`config.mk`:
```
export PLATFORM = sky130hd
export DESIGN_NAME = menu_cmd_rx_flat
export DESIGN_NICKNAME = d
export VERILOG_FILES = /design/src/rtl/menu_pkg.sv /design/src/rtl/menu_cmd_rx_if.sv /design/src/rtl/uart_rx_core.sv /design/src/rtl/menu_cmd_rx.sv /design/src/flat_wrapper.sv
export SDC_FILE = /design/constraint.sdc
export NUM_CORES = 1
export LEC_CHECK = 0
export BUFFER_PORTS_ARGS = -buffer_cell sky130_fd_sc_hd__clkbuf_2
export CORE_MARGIN = 2
export CORE_UTILIZATION = 44
export CTS_CLUSTER_SIZE = 24
export DETAILED_ROUTE_END_ITERATION = 10
export GPL_ROUTABILITY_DRIVEN = 0
export HOLD_SLACK_MARGIN = 0.08
export PLACE_DENSITY = 0.71
export SYNTH_ARGS = -nofsm -noshare
export SYNTH_HDL_FRONTEND = slang
export SYNTH_HIERARCHICAL = 1
export SYNTH_SLANG_ARGS = --single-unit
```
`constraint.sdc`:
```
create_clock -name clk -period 4.6 [get_ports clk]
set_clock_uncertainty 0.2 [all_clocks]
set_input_delay 0.46 -clock clk [delete_from_list [all_inputs] [get_ports clk]]
set_output_delay 0.46 -clock clk [all_outputs]
set_load 0.01 [all_outputs]
```
`src/rtl/menu_pkg.sv`:
```
// menu_pkg: ASCII codes, menu size and FSM state types shared by the menu console receive path.
package menu_pkg;
  localparam logic [7:0] ASC_CR  = 8'h0D;
  localparam logic [7:0] ASC_LF  = 8'h0A;
  localparam logic [7:0] ASC_BS  = 8'h08;
  localparam logic [7:0] ASC_DEL = 8'h7F;
  localparam logic [7:0] ASC_1   = 8'h31;
  localparam logic [7:0] ASC_5   = 8'h35;
  localparam int MENU_ITEMS = 5;
  localparam int SEL_W = $clog2(MENU_ITEMS + 1);
  typedef enum logic [2:0] {R_WAIT, R_IDLE, R_START, R_DATA, R_STOP} rx_state_t;
  typedef enum logic [1:0] {P_IDLE, P_DIGIT, P_BAD} ps_state_t;
  function automatic logic is_digit(input logic [7:0] b);
    return b >= ASC_1 && b <= ASC_5;
  endfunction
endpackage

```
`src/rtl/menu_cmd_rx_if.sv`:
```
// menu_cmd_rx_if: selection handshake plus status pulses from the menu receiver to the application.
interface menu_cmd_rx_if;
  import menu_pkg::*;
  logic [SEL_W-1:0] sel;
  logic sel_valid;
  logic sel_ready;
  logic menu_req;
  logic cmd_err;
  logic frame_err;
  logic ovf;
  modport master (input sel_ready, output sel, sel_valid, menu_req, cmd_err, frame_err, ovf);
  modport slave (output sel_ready, input sel, sel_valid, menu_req, cmd_err, frame_err, ovf);
endinterface

```
`src/rtl/uart_rx_core.sv`:
```
// uart_rx_core: 2-flop synchronizer and 8N1 receiver FSM sampling at mid-bit.
module uart_rx_core
  import menu_pkg::*;
#(
  parameter int CLKS_PER_BIT = 87
) (
  input  logic       clk,
  input  logic       rst_n,
  input  logic       rx,
  output logic [7:0] byte_data,
  output logic       byte_valid,
  output logic       frame_err
);
  localparam logic [9:0] HALF = 10'(CLKS_PER_BIT / 2 - 1);
  localparam logic [9:0] FULL = 10'(CLKS_PER_BIT - 1);
  // Synchronizer resets low so a reset released mid-frame stays in R_WAIT until rx is truly idle.
  logic [1:0] sync;
  logic       rxs;
  rx_state_t  st;
  logic [9:0] cnt;
  logic [2:0] idx;
  logic [7:0] sh;
  assign rxs = sync[1];
  always_ff @(posedge clk or negedge rst_n)
    if (!rst_n) begin
      sync       <= '0;
      st         <= R_WAIT;
      cnt        <= '0;
      idx        <= '0;
      sh         <= '0;
      byte_data  <= '0;
      byte_valid <= 1'b0;
      frame_err  <= 1'b0;
    end else begin
      sync       <= {sync[0], rx};
      byte_valid <= 1'b0;
      frame_err  <= 1'b0;
      cnt        <= cnt == 10'd0 ? FULL : cnt - 10'd1;
      case (st)
        R_WAIT:  if (rxs) st <= R_IDLE;
        R_IDLE:  if (!rxs) begin
          st  <= R_START;
          cnt <= HALF;
        end
        R_START: if (cnt == 10'd0) st <= rxs ? R_IDLE : R_DATA;
        R_DATA:  if (cnt == 10'd0) begin
          sh  <= {rxs, sh[7:1]};
          idx <= idx + 3'd1;
          if (idx == 3'd7) st <= R_STOP;
        end
        R_STOP:  if (cnt == 10'd0) begin
          if (rxs) begin
            byte_valid <= 1'b1;
            byte_data  <= sh;
            st         <= R_IDLE;
          end else begin
            frame_err <= 1'b1;
            st        <= R_WAIT;
          end
        end
        default: st <= R_WAIT;
      endcase
    end
endmodule

```
`src/rtl/menu_cmd_rx.sv`:
```
// menu_cmd_rx: parses "<digit>CR" menu commands from UART bytes into a held valid/ready selection.
module menu_cmd_rx
  import menu_pkg::*;
#(
  parameter int CLKS_PER_BIT = 87
) (
  input  logic           clk,
  input  logic           rst_n,
  input  logic           rx,
  menu_cmd_rx_if.master  bus
);
  logic [7:0]       b;
  logic             bv;
  logic             fe;
  logic             issue;
  ps_state_t        ps;
  logic [SEL_W-1:0] digit;
  uart_rx_core #(.CLKS_PER_BIT(CLKS_PER_BIT)) u_rx (
    .clk        (clk),
    .rst_n      (rst_n),
    .rx         (rx),
    .byte_data  (b),
    .byte_valid (bv),
    .frame_err  (fe)
  );
  assign bus.frame_err = fe;
  assign issue = bv && b == ASC_CR && ps == P_DIGIT;
  // A selection issued in the acceptance cycle still counts as overflow.
  always_ff @(posedge clk or negedge rst_n)
    if (!rst_n) begin
      ps            <= P_IDLE;
      digit         <= '0;
      bus.sel       <= '0;
      bus.sel_valid <= 1'b0;
      bus.menu_req  <= 1'b0;
      bus.cmd_err   <= 1'b0;
      bus.ovf       <= 1'b0;
    end else begin
      bus.menu_req <= 1'b0;
      bus.cmd_err  <= 1'b0;
      bus.ovf      <= 1'b0;
      if (bus.sel_valid && bus.sel_ready) bus.sel_valid <= 1'b0;
      if (issue && bus.sel_valid) bus.ovf <= 1'b1;
      if (issue && !bus.sel_valid) begin
        bus.sel       <= digit;
        bus.sel_valid <= 1'b1;
      end
      if (bv && b != ASC_LF)
        case (ps)
          P_IDLE:
            if (is_digit(b)) begin
              digit <= b[SEL_W-1:0];
              ps    <= P_DIGIT;
            end else if (b == ASC_CR) bus.menu_req <= 1'b1;
            else ps <= P_BAD;
          P_DIGIT: begin
            digit <= '0;
            ps    <= (b == ASC_CR || b == ASC_BS || b == ASC_DEL) ? P_IDLE : P_BAD;
          end
          P_BAD:
            if (b == ASC_CR) begin
              bus.cmd_err  <= 1'b1;
              bus.menu_req <= 1'b1;
              ps           <= P_IDLE;
            end
          default: ps <= P_IDLE;
        endcase
    end
endmodule
```
`src/flat_wrapper.sv`:
```
// flat-port wrapper written by rule: the top's interface ports become plain ports
module menu_cmd_rx_flat import menu_pkg::*;
#(
  parameter int CLKS_PER_BIT = 87
)
  (clk, rst_n, rx, bus_sel_ready, bus_sel, bus_sel_valid, bus_menu_req, bus_cmd_err, bus_frame_err, bus_ovf);
  menu_cmd_rx_if bus_i ();
  input  logic clk;
  input  logic rst_n;
  input  logic rx;
  input wire logic [$bits(bus_i.sel_ready)-1:0] bus_sel_ready;
  output wire logic [$bits(bus_i.sel)-1:0] bus_sel;
  output wire logic [$bits(bus_i.sel_valid)-1:0] bus_sel_valid;
  output wire logic [$bits(bus_i.menu_req)-1:0] bus_menu_req;
  output wire logic [$bits(bus_i.cmd_err)-1:0] bus_cmd_err;
  output wire logic [$bits(bus_i.frame_err)-1:0] bus_frame_err;
  output wire logic [$bits(bus_i.ovf)-1:0] bus_ovf;
  assign bus_i.sel_ready = bus_sel_ready;
  assign bus_sel = bus_i.sel;
  assign bus_sel_valid = bus_i.sel_valid;
  assign bus_menu_req = bus_i.menu_req;
  assign bus_cmd_err = bus_i.cmd_err;
  assign bus_frame_err = bus_i.frame_err;
  assign bus_ovf = bus_i.ovf;
  menu_cmd_rx #(.CLKS_PER_BIT(CLKS_PER_BIT)) u_core (.clk(clk), .rst_n(rst_n), .rx(rx), .bus(bus_i));
endmodule
```
======== After elaboration in Yosys (flattened, before gate mapping) ========
Index checks and enable logic that the tools add are counted.
word-level totals
  input port bits ......................... 4
  output and inout port bits .............. 8
  flip-flop bits (word level) ............. 48
  logic and storage cells ................. 93
cells by class
  $add $sub $neg .......................... 2
  eq/ne operators ......................... 20
  reduce and logical (&&, ||, !) cells .... 20
  order comparisons ....................... 2
  mux-type cells .......................... 34
operators by type and width
  kind                                                               number
  2-to-1 mux 10 bit                                                  3
  2-to-1 mux 3 bit                                                   7
  equality test 8 x 4 -> 1 bit, second input constant                2
  2-to-1 mux 1 bit                                                   15
  one-hot mux 3 bit (5 select lines)                                 1
  inequality test 2 bit, second input constant                       6
  logical NOT 10 bit                                                 1
  2-to-1 mux 2 bit                                                   5
  subtractor 10 x 1 -> 10 bit, second input constant                 1
  AND reduction 3 bit                                                3
  equality test 8 x 7 -> 1 bit, second input constant                1
  greater-or-equal comparator 8 x 6 -> 1 bit, second input constant  1
  less-or-equal comparator 8 x 6 -> 1 bit, second input constant     1
  inequality test 8 x 4 -> 1 bit, second input constant              1
  logical AND 1 bit                                                  7
  equality test 3 x 2 -> 1 bit, second input constant                2
  equality test 3 bit, second input constant                         2
  one-hot mux 2 bit (3 select lines)                                 1
  one-hot mux 3 bit (2 select lines)                                 1
  AND reduction 6 bit                                                1
  inequality test 2 x 1 -> 1 bit, second input constant              2
  nonzero test 2 bit                                                 2
  adder 3 x 1 -> 3 bit, second input constant                        1
  equality test 3 x 1 -> 1 bit, second input constant                1
  other kinds (9)                                                    10

======== Longest topological paths before layout ========
Gate-level depths: netlist of the first run.
  depth after elaboration ................. 5
  mapped depth ............................ 7
  mapped depth without buffers ............ 6

======== Modules after synthesis ========
Netlist of the first run, hierarchy kept.
modules (own cells, without submodules)
  module        cells each  times used  seq. area each (um2)  area each (um2)
  uart_rx_core  118         1           900.9                 1600.3
  menu_cmd_rx   58          1           300.3                 654.4

======== Least setup slack after synthesis of the first run ========
Ideal clock, no wire load.
  path type ............................... register -> register
  start ................................... reg u_core.u_rx.byte_data[5]
  end ..................................... reg u_core.bus.sel[0]
  buffers on the path ..................... 0
  arrival ................................. 1.955 ns
  period minus slack after synthesis ...... 2.279 ns
  setup slack ............................. 2.321 ns
  required time ........................... 4.275 ns
  setup time .............................. 0.125 ns
  stages on the path, launching flop included .. 6
  cells stage by stage .................... dfrtp_1 -> or4_4 -> nor3b_4 -> nand4_4 -> nor3_4 -> mux2_2
between the ends
  cells in the longest elaborated chain, start to end .. 4
ends and longest elaborated chain
  what                             line                  RTL
  from (decl)                      uart_rx_core.sv:10    output logic [7:0] byte_data,
  from (signal assigned)           uart_rx_core.sv:54    byte_data <= sh;
  equality test 8 x 4 -> 1 bit     menu_cmd_rx.sv:27     assign issue = bv && b == ASC_CR && ps == P_DIGIT;
  logical AND 1 bit (2 in series)  menu_cmd_rx.sv:27
  logical AND 1 bit                menu_cmd_rx.sv:44     if (issue && !bus.sel_valid) begin
  to (signal assigned)             menu_cmd_rx.sv:45     bus.sel <= digit;
  to (decl)                        menu_cmd_rx_if.sv:11  modport master (input sel_ready, output sel, sel_valid, menu_req, cmd_err, frame_err, ovf);
Every way passes these cells.
A chain may end at the register's enable or synchronous reset.

======== Worst setup path in the final report of the first run ========
  start ................................... reg u_core.u_rx.cnt[0]
  end ..................................... reg u_core.u_rx.sh[1]
between the ends
  cells in the longest elaborated chain, start to end .. 2
ends and longest elaborated chain
  what                           line                RTL
  from (decl)                    uart_rx_core.sv:20  logic [9:0] cnt;
  from (signal assigned)         uart_rx_core.sv:38  cnt <= cnt == 10'd0 ? FULL : cnt - 10'd1;
  logical NOT 10 bit             uart_rx_core.sv:46  R_DATA: if (cnt == 10'd0) begin
  AND reduction 2 bit (no line)  n/a
  to (signal assigned)           uart_rx_core.sv:47  sh <= {rxs, sh[7:1]};
  to (decl)                      uart_rx_core.sv:22  logic [7:0] sh;
Every way passes these cells.

==> impl_metrics.ini, run 1 <==
[clocking]
cts_tree = yes
cts_buffer_depth = 2
htreeDepth = 2
clk_latency_ns = 0.30
cts-buffers-inserted = 5
clock-sinks = 48
clk_pin_slew_ns = 0.08
cts_root_buf = clkbuf_8

[routing]
drt-vias-per-instance = 5.045
drtIter0Drc = 59
dr.pass1.iters = 4
wire_per_inst_um = 12.90
drc = 0
wirelength_mm = 3.406
via_count = 1332
route.top_layer_used = met4
dr_wl_met2_mm = 1.625
postRouteAntennaNets = 0
route.met3.wl_um = 118
routedLengthMet1_mm = 1.632

[worst_setup_path]
r2r_cells = 6
worstPathArrival_ns = 2.58
worst_setup_path_start_kind = flip-flop
path_max_fanout = 11
path_cells = inv_1 > ha_1 > nor3b_4 > and2_1 > nand4_1 > mux2_1
crit_family = simple AND/OR/NAND/NOR gates
critical_path.max_stage_delay_ns = 0.52
slowest_stage = mux2_1
worst-path-buf-inv = 1
path_class = reg2reg
required_ns = 4.58
crit_path_end_kind = flip-flop
cp.depth = 6

[global_routing]
grt_pass1_vias = 1340
antenna_found_initial = 0
grt_overflow = 0
grt_pass1_wl_mm = 6.168
grt_max_degree = 49
track_usage_pct = 14.51

[logic_synthesis]
synth.avg_cell_area_um2 = 12.81
synth-seq-cells = 48
syn_area_um2 = 2255
yosys-top-cells-area = dfrtp_1 (53%), mux2_1 (5.5%), mux2_4 (5.3%)
synth_edf_count = 0
synth_cells = 176
yosys.area.top_type = dfrtp_1
ys_seq_area_share_pct = 53.27
ys_types = 50
syn_nets = 183
ys_warn_count = 6
synth.top_cell.area_share_pct = 53.27
synth_ff_type = dfrtp_1
async_reset_ff_share_pct = 100.0

[floorplanning]
die_area_um2 = 5713
die_w_um = 75.59
rows = 26
fp.dieH_um = 75.59
boundaryPins = 12
start_util_pct = 45.00
coreArea_um2 = 5010

[power_and_ir_drop]
ir_drop_v = 0.0004111
power.leakage_nw = 1.190
powerDensity_nw_per_um2 = 402.7

[job]
max-cap-violations = 0

[timing]
maxSlewViolCount = 0
max_slew_margin_pct = 37.49
fmax_ghz = 0.3856
worst_pin_slew_ns = 0.9353
fin_crit_sh_pct = 56.37
fin_setup_tns_ns = 0
finalSetupViolations = 0
rsz0062_at_grt = no
hold_violations = 0
fin_crit_ns = 2.593

[finish]
fillers = 456
multi_input_area_um2 = 1002
regArea_um2 = 1201
nets = 200
final_area_um2 = 2492
layout_common_cells = dfrtp_1 (48), nor2_1 (13), clkbuf_2 (11), mux2_1 (11)
diodes = 0
drive_above_1_share_pct = 24.74
final_common_cell = dfrtp_1
syn_to_final_growth_pct = 10.54

[hold_path]
hp-class = in2reg
min_delay_path_depth = 2

[placement]
portBuffers = 11
dp_hpwl_mm = 2.310
place_area_um2 = 2380

[outcome]
status = finished, final reports clean
synth_stat cells, drive strengths merged (4+ instances only):
cell type and instances:
xnor2 4, o21ai 6, nor2 13, a21oi 7, nand2 8, dfrtp 48, nor3b 4, mux2 23
inv 7, nor3 5
final cells by class:
| type | instances | share of cell area (%) |
|---|---|---|
| well taps | 70 | 3.514 |
| repair buffers | 14 | 3.313 |
| clock inverters | 2 | 0.4016 |
| flip-flops and latches | 48 | 48.19 |
| multi-input cells | 117 | 40.21 |
| clock buffers | 6 | 3.313 |
| inverters | 7 | 1.054 |
flip-flops by register name, indices dropped and copies added (netlist names):
| signal | cells |
|---|---|
| u_core/bus.menu_req | 1 |
| u_core/u_rx/frame_err | 1 |
| u_core/u_rx/idx | 3 |
| u_core/digit | 3 |
| u_core/u_rx/sync | 2 |
| u_core/u_rx/sh | 8 |
| u_core/bus.cmd_err | 1 |
| u_core/u_rx/st | 3 |
| u_core/bus.sel_valid | 1 |
| u_core/u_rx/byte_data | 8 |
| u_core/bus.sel | 3 |
| u_core/ps | 2 |
| u_core/bus.ovf | 1 |
| u_core/u_rx/byte_valid | 1 |
| u_core/u_rx/cnt | 10 |
power by group:
group          switching, W  total (W)  internal [W]
sequential        0.0000753   0.000556      0.000481
combinational     0.0000932   0.000194      0.000101
clock              0.000133   0.000253      0.000120
per-layer routing:
metal	global-route usage, %	vias up
met3	5.556	2
met4	4.483	0
met1	18.00	644
met2	23.57	21
met5	0	-
li1	-	665
cell families (layout without fill, tap and decap cells):
| group | Yosys count | after routing | share of synthesized area, % |
|---|---|---|---|
| buf+inv | 11 | 29 | 2.275 |
| mux | 25 | 25 | 13.71 |
| compound gates | 27 | 27 | 8.880 |
| flops | 48 | 48 | 53.27 |
| simple gates | 56 | 56 | 17.87 |
| fa+ha+maj | 3 | 3 | 1.665 |
| xor+xnor | 6 | 6 | 2.331 |
through the flow:
stage / hold slack, ns / worst slack (ns) / power, W / cells / utilization (%)
4_1_cts: 0.1050 / 1.963 / 0.001024 / 264 / 49.75
3_5_place_dp: 0.1405 / 1.984 / 0.0007619 / 254 / 47.50
2_1_floorplan: -0.03559 / 2.321 / 0.0007152 / 176 / -
3_3_place_gp: 0.1367 / 2.068 / 0.0007566 / 254 / 47.50
6_report: 0.1200 / 2.007 / 0.001004 / 264 / 49.75
5_1_grt: 0.09855 / 1.752 / 0.001084 / 264 / 49.75
path summary, 6_finish.rpt:
check                                         startpoint                          endpoint  slack, ns
min in group asynchronous                          rst_n     u_core/bus.sel[1]$_DFFE_PN0P_       0.58
min reg2reg                u_core/u_rx/sync[0]$_DFF_PN0_     u_core/u_rx/sync[1]$_DFF_PN0_       0.16
min                                        bus_sel_ready  u_core/bus.sel_valid$_DFFE_PN0P_       0.12
max reg2reg                 u_core/u_rx/cnt[0]$_DFF_PN0_     u_core/u_rx/sh[1]$_DFFE_PN0P_       2.01
max                         u_core/u_rx/cnt[0]$_DFF_PN0_     u_core/u_rx/sh[1]$_DFFE_PN0P_       2.01
max in group asynchronous                          rst_n   u_core/u_rx/frame_err$_DFF_PN0_       3.22
worst reg2reg max path: stages, from the launching register on:
cell     delay, ns
dfrtp_1       0.41
inv_1         0.06
ha_1          0.18
nor3b_4       0.41
and2_1        0.21
nand4_1       0.50
mux2_1        0.52
what timing repair did:
item	in CTS	in global routing
gates resized for setup	0	0
hold buffers	2	0
buffers inserted	0	0
endpoints found under the hold margin	49	0
Note: power is estimated with default switching activity, not from simulation.
==> run 2, diff against run 1 <==
--- a/config.mk
+++ b/config.mk
@@ -12,7 +12,7 @@
 export DETAILED_ROUTE_END_ITERATION = 10
 export GPL_ROUTABILITY_DRIVEN = 0
 export HOLD_SLACK_MARGIN = 0.08
-export PLACE_DENSITY = 0.71
+export PLACE_DENSITY = 0.73
 export SYNTH_ARGS = -nofsm -noshare
 export SYNTH_HDL_FRONTEND = slang
 export SYNTH_HIERARCHICAL = 1
==> constraint.sdc (replaced) <==
create_clock -name clk -period 2.2 [get_ports clk]
set_clock_uncertainty 0.2 [all_clocks]
set_input_delay 0.22 -clock clk [delete_from_list [all_inputs] [get_ports clk]]
set_output_delay 0.22 -clock clk [all_outputs]
set_load 0.01 [all_outputs]
==> run 2 against run 1 <==
  * The flow now finishes with violations (setup timing)
  * Sequential power grew 110%
  * Register-to-register slack lost 2.0 ns
  * Critical path depth shrank 1
  * Setup slack lost 2.0 ns
  * Combinational power grew to 3.2 times the previous value
  * Via count grew 14%
  * Critical path type unchanged
  * Largest cell class unchanged
  * Largest power group unchanged
==> impl_metrics.ini, run 2 (same netlist as run 1, synthesis figures left out) <==
[worst_setup_path]
crit_path_end_kind = flip-flop
path_class = reg2reg
path_max_fanout = 4
critPathLaunch = u_core/u_rx/byte_data[4]$_DFFE_PN0P_
required_ns = 2.20
worst_setup_path_start_kind = flip-flop
r2r_start = u_core/u_rx/byte_data[4]$_DFFE_PN0P_
worstPathArrival_ns = 2.23
r2r_setup_slack_ns = -0.03

[power_and_ir_drop]
ir_drop_v = 0.0004563
power.leakage_nw = 1.409
powerDensity_nw_per_um2 = 918.1

[routing]
via_count = 1517
drtIter0Drc = 53
drc = 0
wire_per_inst_um = 14.35
postRouteAntennaNets = 0
dr.pass1.iters = 4
wirelength_mm = 4.206
drt-vias-per-instance = 5.177

[hold_path]
hp-class = reg2reg
min_from = u_core/u_rx/sync[0]$_DFF_PN0_

[floorplanning]
start_util_pct = 45.00
rows = 26
die_area_um2 = 5713
boundaryPins = 12
coreArea_um2 = 5010
die_w_um = 75.59
fp.dieH_um = 75.59

[finish]
final_area_um2 = 2865
final_common_cell = dfrtp_1
largest-register = u_core/u_rx/cnt
final_core_util_pct = 57.19
diodes = 0
largest_reg_flops = 10
final_cells = 293
nets = 229
syn_to_final_growth_pct = 27.08
drive_above_1_share_pct = 41.26
layout_common_cells = dfrtp_1 (48), buf_4 (25), mux2_4 (19)
reg_top3 = u_core/u_rx/cnt (10), u_core/u_rx/byte_data (8), u_core/u_rx/sh (8)

[global_routing]
grt-busiest-layer = met2
use_met3_pct = 5.159
grt_max_degree = 49
track_usage_pct = 15.79
use_met1_pct = 19.52
grt_overflow = 0
grt_pass1_vias = 1448
antenna_found_initial = 0
grt_pass1_wl_mm = 6.651
gr-usage-met2_pct = 25.99

[job]
max-cap-violations = 0

[timing]
fmax_ghz = 0.4480
hold_violations = 0
rsz0062_at_grt = yes
setup_ws_ns = -0.03224
fin_setup_tns_ns = -0.04982
worst_pin_slew_ns = 0.5902
fin_crit_ns = 2.232
fin_crit_sh_pct = 101.5
finalSetupViolations = 2
maxSlewViolCount = 0
hold_ws_ns = 0.1615
max_slew_margin_pct = 60.65

[outcome]
violations = setup timing
status = finished with violations

[clocking]
cts_tree = yes
htreeDepth = 2
cts-buffers-inserted = 5
clk_latency_ns = 0.30
clock-sinks = 48
cts_root_buf = clkbuf_8
cts_buffer_depth = 2
clk_pin_slew_ns = 0.09

[placement]
place_area_um2 = 2552
portBuffers = 11
dp_hpwl_mm = 2.755
dp_cells = 277
-- run 2: changes by cell type in the layout (fill, tap and decap cells not counted), moves of 2 or more --
| cell | delta |
|---|---|
| buf_4 | +24 |
| mux2_4 | +11 |
| mux2_1 | -10 |
| buf_6 | +3 |
| bufinv_16 | +3 |
| clkinv_2 | -2 |
-- run 2: area by class of cell --
type,count,area [um^2]
Clock buffer,5,68.82
Clock inverter,3,90.09
Fill cell,421,2145
Inverter,7,26.28
Multi-Input combinational cell,117,1070
Sequential cell,48,1201
Tap cell,70,87.58
Timing Repair Buffer,43,321.6
-- run 2: routing by layer --
| metal | share of wire [%] | up-vias |
|---|---|---|
| met5 | 0 | - |
| met4 | 1.3 | 0 |
| met3 | 3.5 | 4 |
| met2 | 51 | 23 |
| met1 | 45 | 771 |
| li1 | - | 719 |
-- run 2: final timing paths --
path | endpoint | cells past startpoint
worst max-delay path | u_core/bus.sel[0]$_DFFE_PN0P_ | 5
worst min-delay path | u_core/u_rx/sync[1]$_DFF_PN0_ | 0
worst max register to register | u_core/bus.sel[0]$_DFFE_PN0P_ | 5
worst min register to register | u_core/u_rx/sync[1]$_DFF_PN0_ | 0
max in group asynchronous | u_core/u_rx/byte_data[2]$_DFFE_PN0P_ | 3
min in group asynchronous | u_core/u_rx/cnt[4]$_DFF_PN0_ | 3
-- run 2: stage by stage --
step,setup slack [ns],power (W)
6_report,-0.03224,0.002631
3_5_place_dp,-0.02819,0.001717
4_1_cts,-0.04292,0.002603
3_3_place_gp,0.03004,0.001693
5_1_grt,-0.1247,0.002790
2_1_floorplan,-0.02524,0.001497
-- run 2: report_power, final --
part           internal (W)  total, W  switching, W
Sequential          0.00101   0.00115      0.000148
Clock              0.000568  0.000866      0.000298
Combinational      0.000340  0.000612      0.000272
Total               0.00191   0.00263      0.000717
-- run 2: worst max-delay path: stages, from the launching register on --
cell     delay, ns
dfrtp_1       0.38
or4_4         0.58
nor3b_4       0.24
nand4_4       0.15
nor3_4        0.22
mux2_2        0.36
-- run 2: repair_timing --
action                                  4_1_cts  5_1_grt
hold buffers                                  3        0
endpoints found under the setup margin        3       25
pin swaps                                     0        4
hold endpoints to repair                     50        0
cloned                                        0        1
setup buffers                                 0        4
gates resized for setup                       0       23
==> run 3, diff against run 2 <==
==> constraint.sdc (replaced) <==
create_clock -name clk -period 2.2 [get_ports clk]
set_clock_uncertainty 0.2 [all_clocks]
set_input_delay 0.44 -clock clk [delete_from_list [all_inputs] [get_ports clk]]
set_output_delay 0.44 -clock clk [all_outputs]
set_load 0.01 [all_outputs]
==> run 3 against run 2 <==
  * First-iteration DRC count grew 9.4%
  * Via count down 0.40%
  * Combinational power barely moved
  * The run still ends with setup timing left
  * Worst hold slack worse by 0.061 ns
  * Clock power about the same
  * Critical path depth is the same
==> impl_metrics.ini, run 3 (same netlist as run 1, synthesis figures left out) <==
[outcome]
status = finished with violations
violations = setup timing

[placement]
dp_cells = 277
portBuffers = 11
place_area_um2 = 2552
dp_hpwl_mm = 2.755

[global_routing]
grt_overflow = 0
grt_pass1_wl_mm = 6.624
track_usage_pct = 15.74
grt_max_degree = 49
antenna_found_initial = 0
grt_pass1_vias = 1436

[floorplanning]
boundaryPins = 12
die_w_um = 75.59
fp.dieH_um = 75.59
rows = 26
coreArea_um2 = 5010
die_area_um2 = 5713
start_util_pct = 45.00

[worst_setup_path]
path_max_fanout = 4
worst_setup_path_start_kind = flip-flop
r2r_end = u_core/bus.sel[0]$_DFFE_PN0P_
r2r_cells = 5
slowest_stage = or4_4
r2r_start = u_core/u_rx/byte_data[4]$_DFFE_PN0P_
path_cells = or4_4 > nor3b_4 > nand4_4 > nor3_4 > mux2_2
worstPathArrival_ns = 2.23
required_ns = 2.20
r2r_setup_slack_ns = -0.04
critical_path.max_stage_delay_ns = 0.58
crit_path_end_kind = flip-flop
path_class = reg2reg

[power_and_ir_drop]
power.leakage_nw = 1.405
ir_drop_v = 0.0004559
powerDensity_nw_per_um2 = 921.5

[finish]
syn_to_final_growth_pct = 26.64
diodes = 0
drive_above_1_share_pct = 41.44
reg_top3 = u_core/u_rx/cnt (10), u_core/u_rx/byte_data (8), u_core/u_rx/sh (8)
largest-register = u_core/u_rx/cnt
regArea_um2 = 1201
largest_reg_flops = 10
final_cells = 292
fillers = 422
layout_common_cells = dfrtp_1 (48), buf_4 (25), mux2_4 (19)
final_area_um2 = 2855
final_common_cell = dfrtp_1
multi_input_area_um2 = 1070
nets = 228

[routing]
drt-vias-per-instance = 5.175
dr.pass1.iters = 4
drtIter0Drc = 58
via_count = 1511
wirelength_mm = 4.202
postRouteAntennaNets = 0
drc = 0
wire_per_inst_um = 14.39

[timing]
fin_crit_ns = 2.237
hold_violations = 0
finalSetupViolations = 3
worst_pin_slew_ns = 0.5912
rsz0062_at_grt = yes
setup_ws_ns = -0.03744
fmax_ghz = 0.4469
maxSlewViolCount = 0
max_slew_margin_pct = 60.59
fin_crit_sh_pct = 101.7
hold_ws_ns = 0.1003
fin_setup_tns_ns = -0.06050

[clocking]
cts_tree = yes
clk_pin_slew_ns = 0.09
cts-buffers-inserted = 5
cts_buffer_depth = 2
clock-sinks = 48
clk_latency_ns = 0.30
cts_root_buf = clkbuf_8
htreeDepth = 2

[job]
max-cap-violations = 0

[hold_path]
min_from = bus_sel_ready
holdPathEnd = u_core/bus.sel_valid$_DFFE_PN0P_
hp-class = in2reg
min_delay_path_depth = 2
-- run 3: stage by stage --
step / util (%) / power [W] / setup slack (ns)
after floorplan: - / 0.001497 / -0.02524
after global placement: 50.95 / 0.001693 / 0.03004
after detailed placement: 50.95 / 0.001717 / -0.02819
after CTS: 54.52 / 0.002601 / -0.04292
after global routing: 56.99 / 0.002789 / -0.1247
final: 56.99 / 0.002631 / -0.03744
-- run 3: routing by layer --
| layer | GRT usage, % | wire length [um] |
|---|---|---|
| met5 | 0 | 0 |
| met4 | 5.653 | 53 |
| met1 | 19.52 | 1875 |
| met2 | 25.80 | 2083 |
| met3 | 5.159 | 190 |
-- run 3: timing repair --
action	4_1_cts	5_1_grt
pin swaps	0	4
gates resized for setup	0	23
buffers inserted	0	4
hold endpoints to repair	49	0
setup endpoints to repair	3	25
hold buffers	2	0
cloned	0	1
-- run 3: area by class of cell --
class                           count  share of cell area, %
Clock inverter                      3                  3.155
Timing Repair Buffer               42                  10.91
Multi-Input combinational cell    117                  37.47
Clock buffer                        5                  2.410
Tap cell                           70                  3.067
Sequential cell                    48                  42.07
Inverter                            7                 0.9202
-- run 3: how the worst max path moves through the flow --
| stage | start | slack, ns | end | cells past startpoint |
|---|---|---|---|---|
| floorplan | u_core/u_rx/cnt[0]$_DFF_PN0_ | -0.03 | u_core/u_rx/byte_data[0]$_DFFE_PN0P_ | 7 |
| global placement | u_core/u_rx/byte_data[4]$_DFFE_PN0P_ | 0.03 | u_core/bus.sel[0]$_DFFE_PN0P_ | 5 |
| detailed placement | u_core/u_rx/byte_data[4]$_DFFE_PN0P_ | -0.03 | u_core/bus.sel[1]$_DFFE_PN0P_ | 5 |
| CTS | u_core/u_rx/byte_data[4]$_DFFE_PN0P_ | -0.04 | u_core/bus.sel[1]$_DFFE_PN0P_ | 5 |
| global route | u_core/u_rx/cnt[1]$_DFF_PN0_ | -0.12 | u_core/u_rx/sh[1]$_DFFE_PN0P_ | 8 |
| finish | u_core/u_rx/byte_data[4]$_DFFE_PN0P_ | -0.04 | u_core/bus.sel[0]$_DFFE_PN0P_ | 5 |
-- run 3: report_power, final --
group	internal [W]	total [W]	switching, W
Sequential	0.00101	0.00115	0.000148
Clock	0.000568	0.000866	0.000298
Combinational	0.000339	0.000612	0.000273
-- run 3: critical path: cells and delay by family, from the launching register on --
family	cells	cell delay (ns)
flops	1	0.38
mux	1	0.36
simple gates	4	1.19
